**config.mk**
```make
export PLATFORM = sky130hd
export DESIGN_NAME = eth_vlg_rtx_tmr
export DESIGN_NICKNAME = d
export VERILOG_FILES = /design/src/rtl/eth_vlg_pkg.sv /design/src/rtl/eth_vlg_rtx_tmr.sv
export SDC_FILE = /design/constraint.sdc
export NUM_CORES = 1
export LEC_CHECK = 0
export ABC_AREA = 1
export CORE_ASPECT_RATIO = 0.8
export CORE_MARGIN = 2
export CORE_UTILIZATION = 49
export CTS_CLUSTER_DIAMETER = 80
export CTS_CLUSTER_SIZE = 20
export DETAILED_ROUTE_END_ITERATION = 10
export PLACE_DENSITY = 0.75
export SKIP_CTS_REPAIR_TIMING = 1
export SKIP_LAST_GASP = 1
export SYNTH_ARGS = -nofsm -noshare
export SYNTH_HDL_FRONTEND = slang
export SYNTH_SLANG_ARGS = --single-unit
```
**constraint.sdc**
```tcl
create_clock -name clk -period 1.8 [get_ports clk]
set_clock_uncertainty 0.2 [all_clocks]
set_input_delay 0.18 -clock clk [delete_from_list [all_inputs] [get_ports clk]]
set_output_delay 0.18 -clock clk [all_outputs]
set_load 0.03 [all_outputs]
```
**src/rtl/eth_vlg_pkg.sv**
```systemverilog
// Shared eth_vlg definitions reused by the ARP/TCP retransmission logic.
package eth_vlg_pkg;

    typedef enum logic {
        StIdle,
        StArmed
    } rtx_tmr_state_e;

    // Counter width able to hold max_val, never narrower than one bit.
    function automatic int unsigned rtx_cnt_width(input int unsigned max_val);
        return (max_val > 0) ? $clog2(max_val + 1) : 1;
    endfunction

endpackage

```
**src/rtl/eth_vlg_rtx_tmr.sv**
```systemverilog
// Retransmission timer: counts external ticks while armed, pulses retry on each
// timeout (with optional exponential backoff) and fail once the retries are used up.
module eth_vlg_rtx_tmr
    import eth_vlg_pkg::*;
#(
    parameter int unsigned TIMEOUT_TICKS = 4,
    parameter int unsigned MAX_TIMEOUT   = 64,
    parameter int unsigned MAX_RETRIES   = 3,
    parameter int unsigned BACKOFF       = 1,
    localparam int unsigned RW           = rtx_cnt_width(MAX_RETRIES)
) (
    input  logic          clk,
    input  logic          rst,
    input  logic          tick,
    input  logic          start,
    input  logic          stop,
    output logic          retry,
    output logic          fail,
    output logic          busy,
    output logic [RW-1:0] retry_cnt
);

    localparam int unsigned   CW         = rtx_cnt_width(MAX_TIMEOUT);
    localparam logic [CW-1:0] InitTmo    = CW'(TIMEOUT_TICKS);
    localparam logic [CW:0]   MaxTmoWide = (CW + 1)'(MAX_TIMEOUT);
    localparam logic [RW-1:0] MaxRetries = RW'(MAX_RETRIES);

    rtx_tmr_state_e state_q, state_d;
    logic [CW-1:0]  tick_cnt_q, tick_cnt_d;
    logic [CW-1:0]  cur_tmo_q, cur_tmo_d;
    logic [RW-1:0]  retry_cnt_q, retry_cnt_d;
    logic           retry_q, retry_d;
    logic           fail_q, fail_d;

    logic           expire;
    logic [CW:0]    tmo_dbl;

    assign expire  = (state_q == StArmed) && tick && (tick_cnt_q == cur_tmo_q - CW'(1));
    // One bit wider so doubling near MAX_TIMEOUT cannot wrap before saturation.
    assign tmo_dbl = {cur_tmo_q, 1'b0};

    always_comb begin
        state_d     = state_q;
        tick_cnt_d  = tick_cnt_q;
        cur_tmo_d   = cur_tmo_q;
        retry_cnt_d = retry_cnt_q;
        retry_d     = 1'b0;
        fail_d      = 1'b0;

        if (stop) begin
            state_d = StIdle;
        end else if (start) begin
            state_d     = StArmed;
            tick_cnt_d  = '0;
            retry_cnt_d = '0;
            cur_tmo_d   = InitTmo;
        end else if ((state_q == StArmed) && tick) begin
            if (expire) begin
                tick_cnt_d = '0;
                if (retry_cnt_q < MaxRetries) begin
                    retry_d     = 1'b1;
                    retry_cnt_d = retry_cnt_q + RW'(1);
                    if (BACKOFF != 0) begin
                        cur_tmo_d = (tmo_dbl > MaxTmoWide) ? MaxTmoWide[CW-1:0]
                                                           : tmo_dbl[CW-1:0];
                    end
                end else begin
                    fail_d  = 1'b1;
                    state_d = StIdle;
                end
            end else begin
                tick_cnt_d = tick_cnt_q + CW'(1);
            end
        end
    end

    always_ff @(posedge clk) begin
        if (!rst) begin
            state_q     <= StIdle;
            tick_cnt_q  <= '0;
            cur_tmo_q   <= InitTmo;
            retry_cnt_q <= '0;
            retry_q     <= 1'b0;
            fail_q      <= 1'b0;
        end else begin
            state_q     <= state_d;
            tick_cnt_q  <= tick_cnt_d;
            cur_tmo_q   <= cur_tmo_d;
            retry_cnt_q <= retry_cnt_d;
            retry_q     <= retry_d;
            fail_q      <= fail_d;
        end
    end

    assign busy      = (state_q == StArmed);
    assign retry     = retry_q;
    assign fail      = fail_q;
    assign retry_cnt = retry_cnt_q;

endmodule

```
==> flow_summary.ini, run 1 <==
[yosys]
synth-simple-area-share_pct = 38.95
yosysSeqAreaShare_pct = 35.79
synth_top_area_share_pct = 35.79
synth_xor_area_share_pct = 3.684
yosysTopAreaCell = dfxtp_1
ys_warn_count = 0
avgSynthCellArea_um2 = 6.558
syn_inst = 145
syn_nets = 153
synth_cell_types = 17
synth_top_family_by_area = simple AND/OR/NAND/NOR gates
synth-seq-cells = 17
muxShareOfSynthArea_pct = 0
synth_compound_area_share_pct = 8.553
syn-cell-area_um2 = 950.9
synth_fa_ha_area_share_pct = 3.947
synthTopCellsByArea = dfxtp_1 (36%), nand2_1 (19%), inv_1 (7.9%)

[clocking]
cts_root_buffer = clkbuf_4
cts_made_buffers = 3
htreeDepth = 1
cts.sink_count = 17
clk-insertion-delay-late_ns = 0.29
path_clk_slew_ns = 0.10
max-clock-path-buffers = 2
tritoncts = done

[placed_design]
gp_congestion = 0.9166
place_ws_ns = -0.08068
dp_hpwl_um = 1614
io_buffers = 9
dp_cells = 187

[global_routing]
grtUsageTotal_pct = 20.53
grt_overflow = 0
grt_pass1_wl_um = 3491
grt_max_degree = 10
antenna_found_initial = 0
grt_pass1_vias = 850

[power_and_ir_drop]
p_leak_nw = 0.5295
power.density_mw_per_mm2 = 572.2
vdd_drop_max_mv = 0.3742
finalPower_w = 0.0007181

[layout]
finish.utilization_pct = 67.59
final_common_cell = nand2_1
area_growth_pct = 31.97
multi_input_area_um2 = 609.3
drive_gt1_share_pct = 29.94
layout_common_cells = nand2_1 (39), inv_1 (16), dfxtp_1 (13)
fin_nets = 176
final_cells = 191
diodes = 0
regArea_um2 = 345.3
nFillCells = 175

[die]
initial_core_util_pct = 51.21
die_area_mm2 = 0.002311
fp.dieW_um = 53.25
die_h_um = 43.40
row_count = 14
ios = 10
coreArea_mm2 = 0.001857

[sta]
max_freq_mhz = 567.6
setup_viol = 0
fin_ws_ns = 0.03820
rsz0062_at_grt = true
fin_crit_sh_pct = 97.88
worst_slew_pin_slew_ns = 0.3108
hold_viol_final = 0
holdWs_ns = 0.2847
layout_min_cycle_time_ns = 1.762
slew_violations = 0
slew_headroom_pct = 79.21

[setup_path]
reg2reg_to = tick_cnt_q[0]
crit_arrival_ns = 1.75
crit_path_start_kind = register
critPathMaxStageDelay_ns = 0.34
endpoint_kind = register
rr_startpoint = cur_tmo_q[3]
cp_cell_sequence = inv_2 > ha_4 > inv_2 > nand2_2 > nand2_1 > nand2_1 > nand2_2 > a21oi_2 > nand2_1 > nand2_4 > nand2_2 > nand2_4 > a21oi_1
worst-path-buf-inv = 2
required_ns = 1.79
critPathTopFamily = simple AND/OR/NAND/NOR gates
r2r_setup_slack_ns = 0.04
reg2regPathDepth = 13
critical_path.max_fanout = 8
crit_slowest_cell = dfxtp_2
critical_path_class = reg2reg

[hold_path]
whs_path_depth = 2
hp-start = busy
hold_path.class = reg2reg
worstHoldEndpoint = busy

[drt]
vias = 943
wl_um = 2208
drt-initial-drc-count = 35
drtAntennaViolNets = 0
first_pass_iters = 4
drc = 0
vias_per_cell = 4.937
wl_per_cell_um = 11.56

[run_status]
outcome = finished, final reports clean

[run]
max-cap-violations = 0
==> sequential cells by signal, summed over array words and instances, names as in the netlist <==
register / count
cur_tmo_q: 5
tick_cnt_q: 7
retry: 1
fail: 1
retry_cnt: 2
busy: 1
==> synthesized netlist by cell type (all sizes together) <==
| cell type | count |
|---|---|
| a21oi | 14 |
| dfxtp | 17 |
| ha | 3 |
| inv | 23 |
| nand2 | 50 |
| nand3 | 14 |
| nand4 | 3 |
| nor2 | 13 |
| nor3 | 3 |
| or2 | 1 |
| xor2 | 4 |
==> stage by stage <==
stage,setup TNS (ns),area (um2)
after detailed placement,-0.7955,1139
after global placement,-0.1649,1139
final,0,1255
after CTS,-1.263,1165
after floorplan,0,950.9
after global routing,-0.6507,1255
==> final cells by class <==
class,instances,area share (%)
clock buffer,4,2.094
inverter,23,6.879
multi-input combinational,105,48.55
sequential,17,27.52
tap,24,2.393
timing repair buffer,18,12.56
==> worst max-delay path by stage <==
stage / startpoint / endpoint / depth (start not counted)
floorplan: cur_tmo_q[2] / retry_cnt[1] / 12
global placement: cur_tmo_q[2] / tick_cnt_q[0] / 12
finish: cur_tmo_q[3] / tick_cnt_q[0] / 13
detailed placement: cur_tmo_q[2] / tick_cnt_q[0] / 12
CTS: cur_tmo_q[2] / tick_cnt_q[0] / 12
global route: cur_tmo_q[3] / cur_tmo_q[3] / 12
==> worst min-delay path, stage by stage, from the launching register on <==
cell and delay, ns:
dfxtp_1 0.33, nand2_1 0.07, a21oi_1 0.05
==> layer usage <==
layer | wire length, um | global-route usage, %
met1 | 1080 | 30.48
met2 | 977 | 30.62
met3 | 112 | 2.414
met4 | 38 | 7.692
met5 | 0 | 0
==> report_power, final <==
group,switching [W],internal (W)
Combinational,0.0000718,0.0000529
Clock,0.000118,0.0000864
Sequential,0.00000544,0.000383
==> cells by family (layout without fill, tap and decap cells) <==
| logic type | count (synthesis) | count (layout) |
|---|---|---|
| flops | 17 | 17 |
| xor+xnor | 4 | 4 |
| simple gates | 84 | 84 |
| buf+inv | 23 | 45 |
| fa+ha+maj | 3 | 3 |
| compound gates | 14 | 14 |
Power figures use the tool's default switching activity.
==> inputs of run 2 (changes only) <==
==> constraint.sdc (replaced) <==
create_clock -name clk -period 1.8 [get_ports clk]
set_clock_uncertainty 0.2 [all_clocks]
set_input_delay 0.36 -clock clk [delete_from_list [all_inputs] [get_ports clk]]
set_output_delay 0.36 -clock clk [all_outputs]
set_load 0.03 [all_outputs]
==> run 2 against run 1 <==
The run now ends with negative setup slack left. Flip-flop and latch count is the same. Count of clock-buffer cells in the layout unchanged. Sequential power barely moved. Sequential share of layout area down 0.95 points. First-iteration DRC count is 17% lower.
==> flow_summary.ini, run 2 (synthesized netlist as in run 1, its figures left out) <==
[run_status]
outcome = complete, but fails checks
violations = negative setup slack

[placed_design]
gp_congestion = 0.9077
dp_cells = 189
dp_hpwl_um = 1617
place_area_mm2 = 0.001154
io_buffers = 9

[setup_path]
crit_path_start_kind = register
endpoint_kind = register
crit_arrival_ns = 1.80
critical_path_class = reg2reg
crit_slowest_cell = dfxtp_2
crit_path_start = cur_tmo_q[3]
critical_path.max_fanout = 8
critPathTopFamily = simple AND/OR/NAND/NOR gates
cp_cell_sequence = inv_2 > ha_4 > nand2_1 > nand2_1 > nand3_2 > a21oi_2 > nand2_2 > nand2_4 > nand2_4 > nand2_2 > a21oi_2
required_ns = 1.79
rr_startpoint = cur_tmo_q[3]
critPathMaxStageDelay_ns = 0.35
worst-path-buf-inv = 1

[clocking]
htreeDepth = 1
tritoncts = done
path_clk_slew_ns = 0.10
max-clock-path-buffers = 2
clk-insertion-delay-late_ns = 0.29
cts_root_buffer = clkbuf_4
cts.sink_count = 17
cts_made_buffers = 3

[hold_path]
hp-start = busy
hold_path.class = reg2reg

[die]
coreArea_mm2 = 0.001857
die_area_mm2 = 0.002311
die_h_um = 43.40
initial_core_util_pct = 51.21
ios = 10
fp.dieW_um = 53.25
row_count = 14

[drt]
drc = 0
vias_per_cell = 5.227
wl_um = 2415
first_pass_iters = 4
wl_per_cell_um = 12.45
vias = 1014
drtAntennaViolNets = 0
drt-initial-drc-count = 29

[layout]
stdcell_area_mm2 = 0.001300
regMostFlops = tick_cnt_q
regArea_um2 = 345.3
finish.utilization_pct = 70.01
drive_gt1_share_pct = 31.18
layout_common_cells = nand2_1 (40), inv_1 (17), dfxtp_1 (13)
diodes = 0
multi_input_area_um2 = 619.3
area_growth_pct = 36.71
nFillCells = 165
fin_nets = 179
final_cells = 194
largest_register_ffs = 7
final_common_cell = nand2_1

[power_and_ir_drop]
p_leak_nw = 0.6392
vdd_drop_max_mv = 0.3819
power.density_mw_per_mm2 = 563.4

[sta]
fin_ws_ns = -0.006168
setup_viol = 2
tns_ns = -0.008962
max_freq_mhz = 553.7
layout_min_cycle_time_ns = 1.806
slew_violations = 0
rsz0062_at_grt = true
hold_viol_final = 0
slew_headroom_pct = 78.75
worst_slew_pin_slew_ns = 0.3183
fin_crit_sh_pct = 100.3

[global_routing]
antenna_found_initial = 0
grt_overflow = 0
grtUsageTotal_pct = 21.90
grt_pass1_wl_um = 3732
grt_pass1_vias = 897
grt_max_degree = 10

[run]
max-cap-violations = 0
==> run 2: where the power goes <==
part,total [W],switching [W],internal (W)
Combinational,0.000134,0.0000769,0.0000570
Sequential,0.000389,0.00000614,0.000383
Clock,0.000209,0.000123,0.0000862
==> run 2: layer usage <==
layer	GRT usage, %	vias up	wire (um)
met5	0	-	0
met2	32.59	18	1147
met1	32.24	483	1168
li1	-	509	-
met4	7.692	0	27
met3	3.448	4	72
==> run 2: per-stage QoR <==
stage	hold slack [ns]	setup WS, ns	power [W]
floorplan	0.2406	0.02989	0.0004551
global placement	0.2648	-0.1912	0.0005037
detailed placement	0.2680	-0.2636	0.0005051
CTS	0.2850	-0.1287	0.0007073
global route	0.3185	-0.1145	0.0007610
finish	0.2863	-0.006168	0.0007325
==> run 2: worst paths after layout <==
kind / to / slack [ns] / depth (start not counted)
max: cur_tmo_q[4] / -0.006 / 11
min: busy / 0.29 / 2
max reg2reg: cur_tmo_q[4] / -0.006 / 11
min reg2reg: busy / 0.29 / 2
==> run 2: layout make-up <==
type,count,area share (%)
well taps,24,2.310
inverters,23,6.641
multi-input cells,105,47.64
flip-flops and latches,17,26.56
repair buffers,21,14.82
clock buffers,4,2.021
==> run 2: worst register-to-register path: cells and delay by family, from the launching register on <==
family / cells / cell delay, ns
AND/OR/NAND/NOR: 7 / 0.66
flip-flops: 1 / 0.35
adder cells (fa/ha/maj): 1 / 0.26
AO/OA/AOI/OAI: 2 / 0.19
buffers and inverters: 1 / 0.05
==> inputs of run 3 (changes only) <==
Settings changed: PLACE_DENSITY 0.75 to 0.73, RECOVER_POWER from default to 25.
==> run 3 against run 2 <==
Via count is 2.6% lower. Worst setup slack better by 0.038 ns. Worst hold slack got worse by 0.017 ns. Global-route usage rose by 1.4 points. Clock power is essentially flat. Total power is 0.17% lower. The run now ends clean. First-iteration DRC count down 31%. Fmax increased by 2.1%. Count of clock-buffer cells in the layout decreased by 1. Sequential share of layout area decreased by 0.47 points. Sequential power hardly changed.
==> flow_summary.ini, run 3 (synthesized netlist as in run 1, its figures left out) <==
[run_status]
outcome = finished, final reports clean

[clocking]
cts.sink_count = 17
max-clock-path-buffers = 2
cts_made_buffers = 3
cts_root_buffer = clkbuf_4
htreeDepth = 1
tritoncts = done
path_clk_slew_ns = 0.11
clk-insertion-delay-late_ns = 0.30

[global_routing]
antenna_found_initial = 0
grt_max_degree = 11
grt_overflow = 0
grt_pass1_wl_um = 3967
grt_pass1_vias = 900
grtUsageTotal_pct = 23.26

[layout]
regMostFlops = tick_cnt_q
finish.utilization_pct = 70.75
final_common_cell = nand2_1
area_growth_pct = 38.16
fin_nets = 180
largest_register_ffs = 7
stdcell_area_mm2 = 0.001314
diodes = 0
layout_common_cells = nand2_1 (37), inv_1 (17), dfxtp_1 (15)
nFillCells = 156
drive_gt1_share_pct = 33.92

[die]
die_area_mm2 = 0.002311
row_count = 14
fp.dieW_um = 53.25
ios = 10
initial_core_util_pct = 51.21
die_h_um = 43.40
coreArea_mm2 = 0.001857

[hold_path]
hold_path.class = reg2reg
hp-start = cur_tmo_q[3]
whs_path_depth = 2

[sta]
fin_crit_sh_pct = 98.25
slew_violations = 0
worst_slew_pin_slew_ns = 0.3611
hold_viol_final = 0
setup_viol = 0
max_freq_mhz = 565.5
rsz0062_at_grt = true
holdWs_ns = 0.2692
layout_min_cycle_time_ns = 1.768
slew_headroom_pct = 76.03

[drt]
vias_per_cell = 5.067
wl_per_cell_um = 11.82
vias = 988
first_pass_iters = 4
wl_um = 2304
drtAntennaViolNets = 0
drt-initial-drc-count = 20
drc = 0

[placed_design]
io_buffers = 9
gp_congestion = 0.9049
place_area_mm2 = 0.001169
dp_hpwl_um = 1742

[setup_path]
r2r_setup_slack_ns = 0.03
reg2regPathDepth = 12
required_ns = 1.79
critical_path_class = reg2reg
crit_path_start = cur_tmo_q[3]
endpoint_kind = register
crit_path_start_kind = register
critical_path.max_fanout = 8
rr_startpoint = cur_tmo_q[3]
crit_arrival_ns = 1.76

[run]
max-cap-violations = 0

[power_and_ir_drop]
vdd_drop_max_mv = 0.4062
power.density_mw_per_mm2 = 556.6
p_leak_nw = 0.6288
## run 3: changes by cell type in the layout (fill, tap and decap cells not counted), moves of 2 or more
cell / previous run / this run
nand2_1: 40 / 37
nand2_2: 6 / 9
dfxtp_1: 13 / 15
dfxtp_2: 4 / 2
nor2_1: 9 / 7
nor2_2: 3 / 5
## run 3: metrics by stage
stage                     setup slack, ns  total power (W)  TNS (ns)  cells
after floorplan                   0.02989        0.0004551         0    145
after global placement            -0.1785        0.0005024    -1.988    191
after detailed placement          -0.2117        0.0005058    -2.851    191
after CTS                         -0.1381        0.0007159    -1.844    195
after global routing              -0.1266        0.0007718    -1.087    195
final                             0.03154        0.0007312         0    195
## run 3: power by group
| group | internal [W] | total (W) | switching (W) |
|---|---|---|---|
| sequential | 0.000383 | 0.000388 | 0.00000481 |
| clock | 0.0000828 | 0.000211 | 0.000128 |
| combinational | 0.0000566 | 0.000132 | 0.0000757 |
## run 3: final timing paths
path | endpoint
max | retry_cnt[1]
min | cur_tmo_q[3]
max reg2reg | retry_cnt[1]
min reg2reg | cur_tmo_q[3]
## run 3: area by class of cell
type | count | area [um2] | share of cell area [%]
flip-flops and latches | 17 | 342.8 | 26.10
well taps | 24 | 30.03 | 2.286
inverters | 23 | 86.33 | 6.571
multi-input cells | 105 | 635.6 | 48.38
clock buffers | 3 | 22.52 | 1.714
repair buffers | 22 | 191.4 | 14.57
clock inverters | 1 | 5.005 | 0.3810
## run 3: metal layers
| layer | wire, um | GRT usage, % | share of wire (%) |
|---|---|---|---|
| met4 | 10 | 4.615 | 0.43 |
| met2 | 1103 | 36.54 | 48 |
| met3 | 101 | 6.552 | 4.4 |
| met5 | 0 | 0 | 0 |
| met1 | 1088 | 32.10 | 47 |
## run 3: worst max-delay path: stages, from the launching register on
cell and delay [ns]:
dfxtp_2 0.36, inv_2 0.05, ha_4 0.23, inv_1 0.06, nand2_1 0.06, nand2_2 0.07, nand3_2 0.08, a21oi_2 0.11
nand2_1 0.09, nand2_4 0.15, nand2_4 0.09, nand2_1 0.07, a21oi_1 0.05
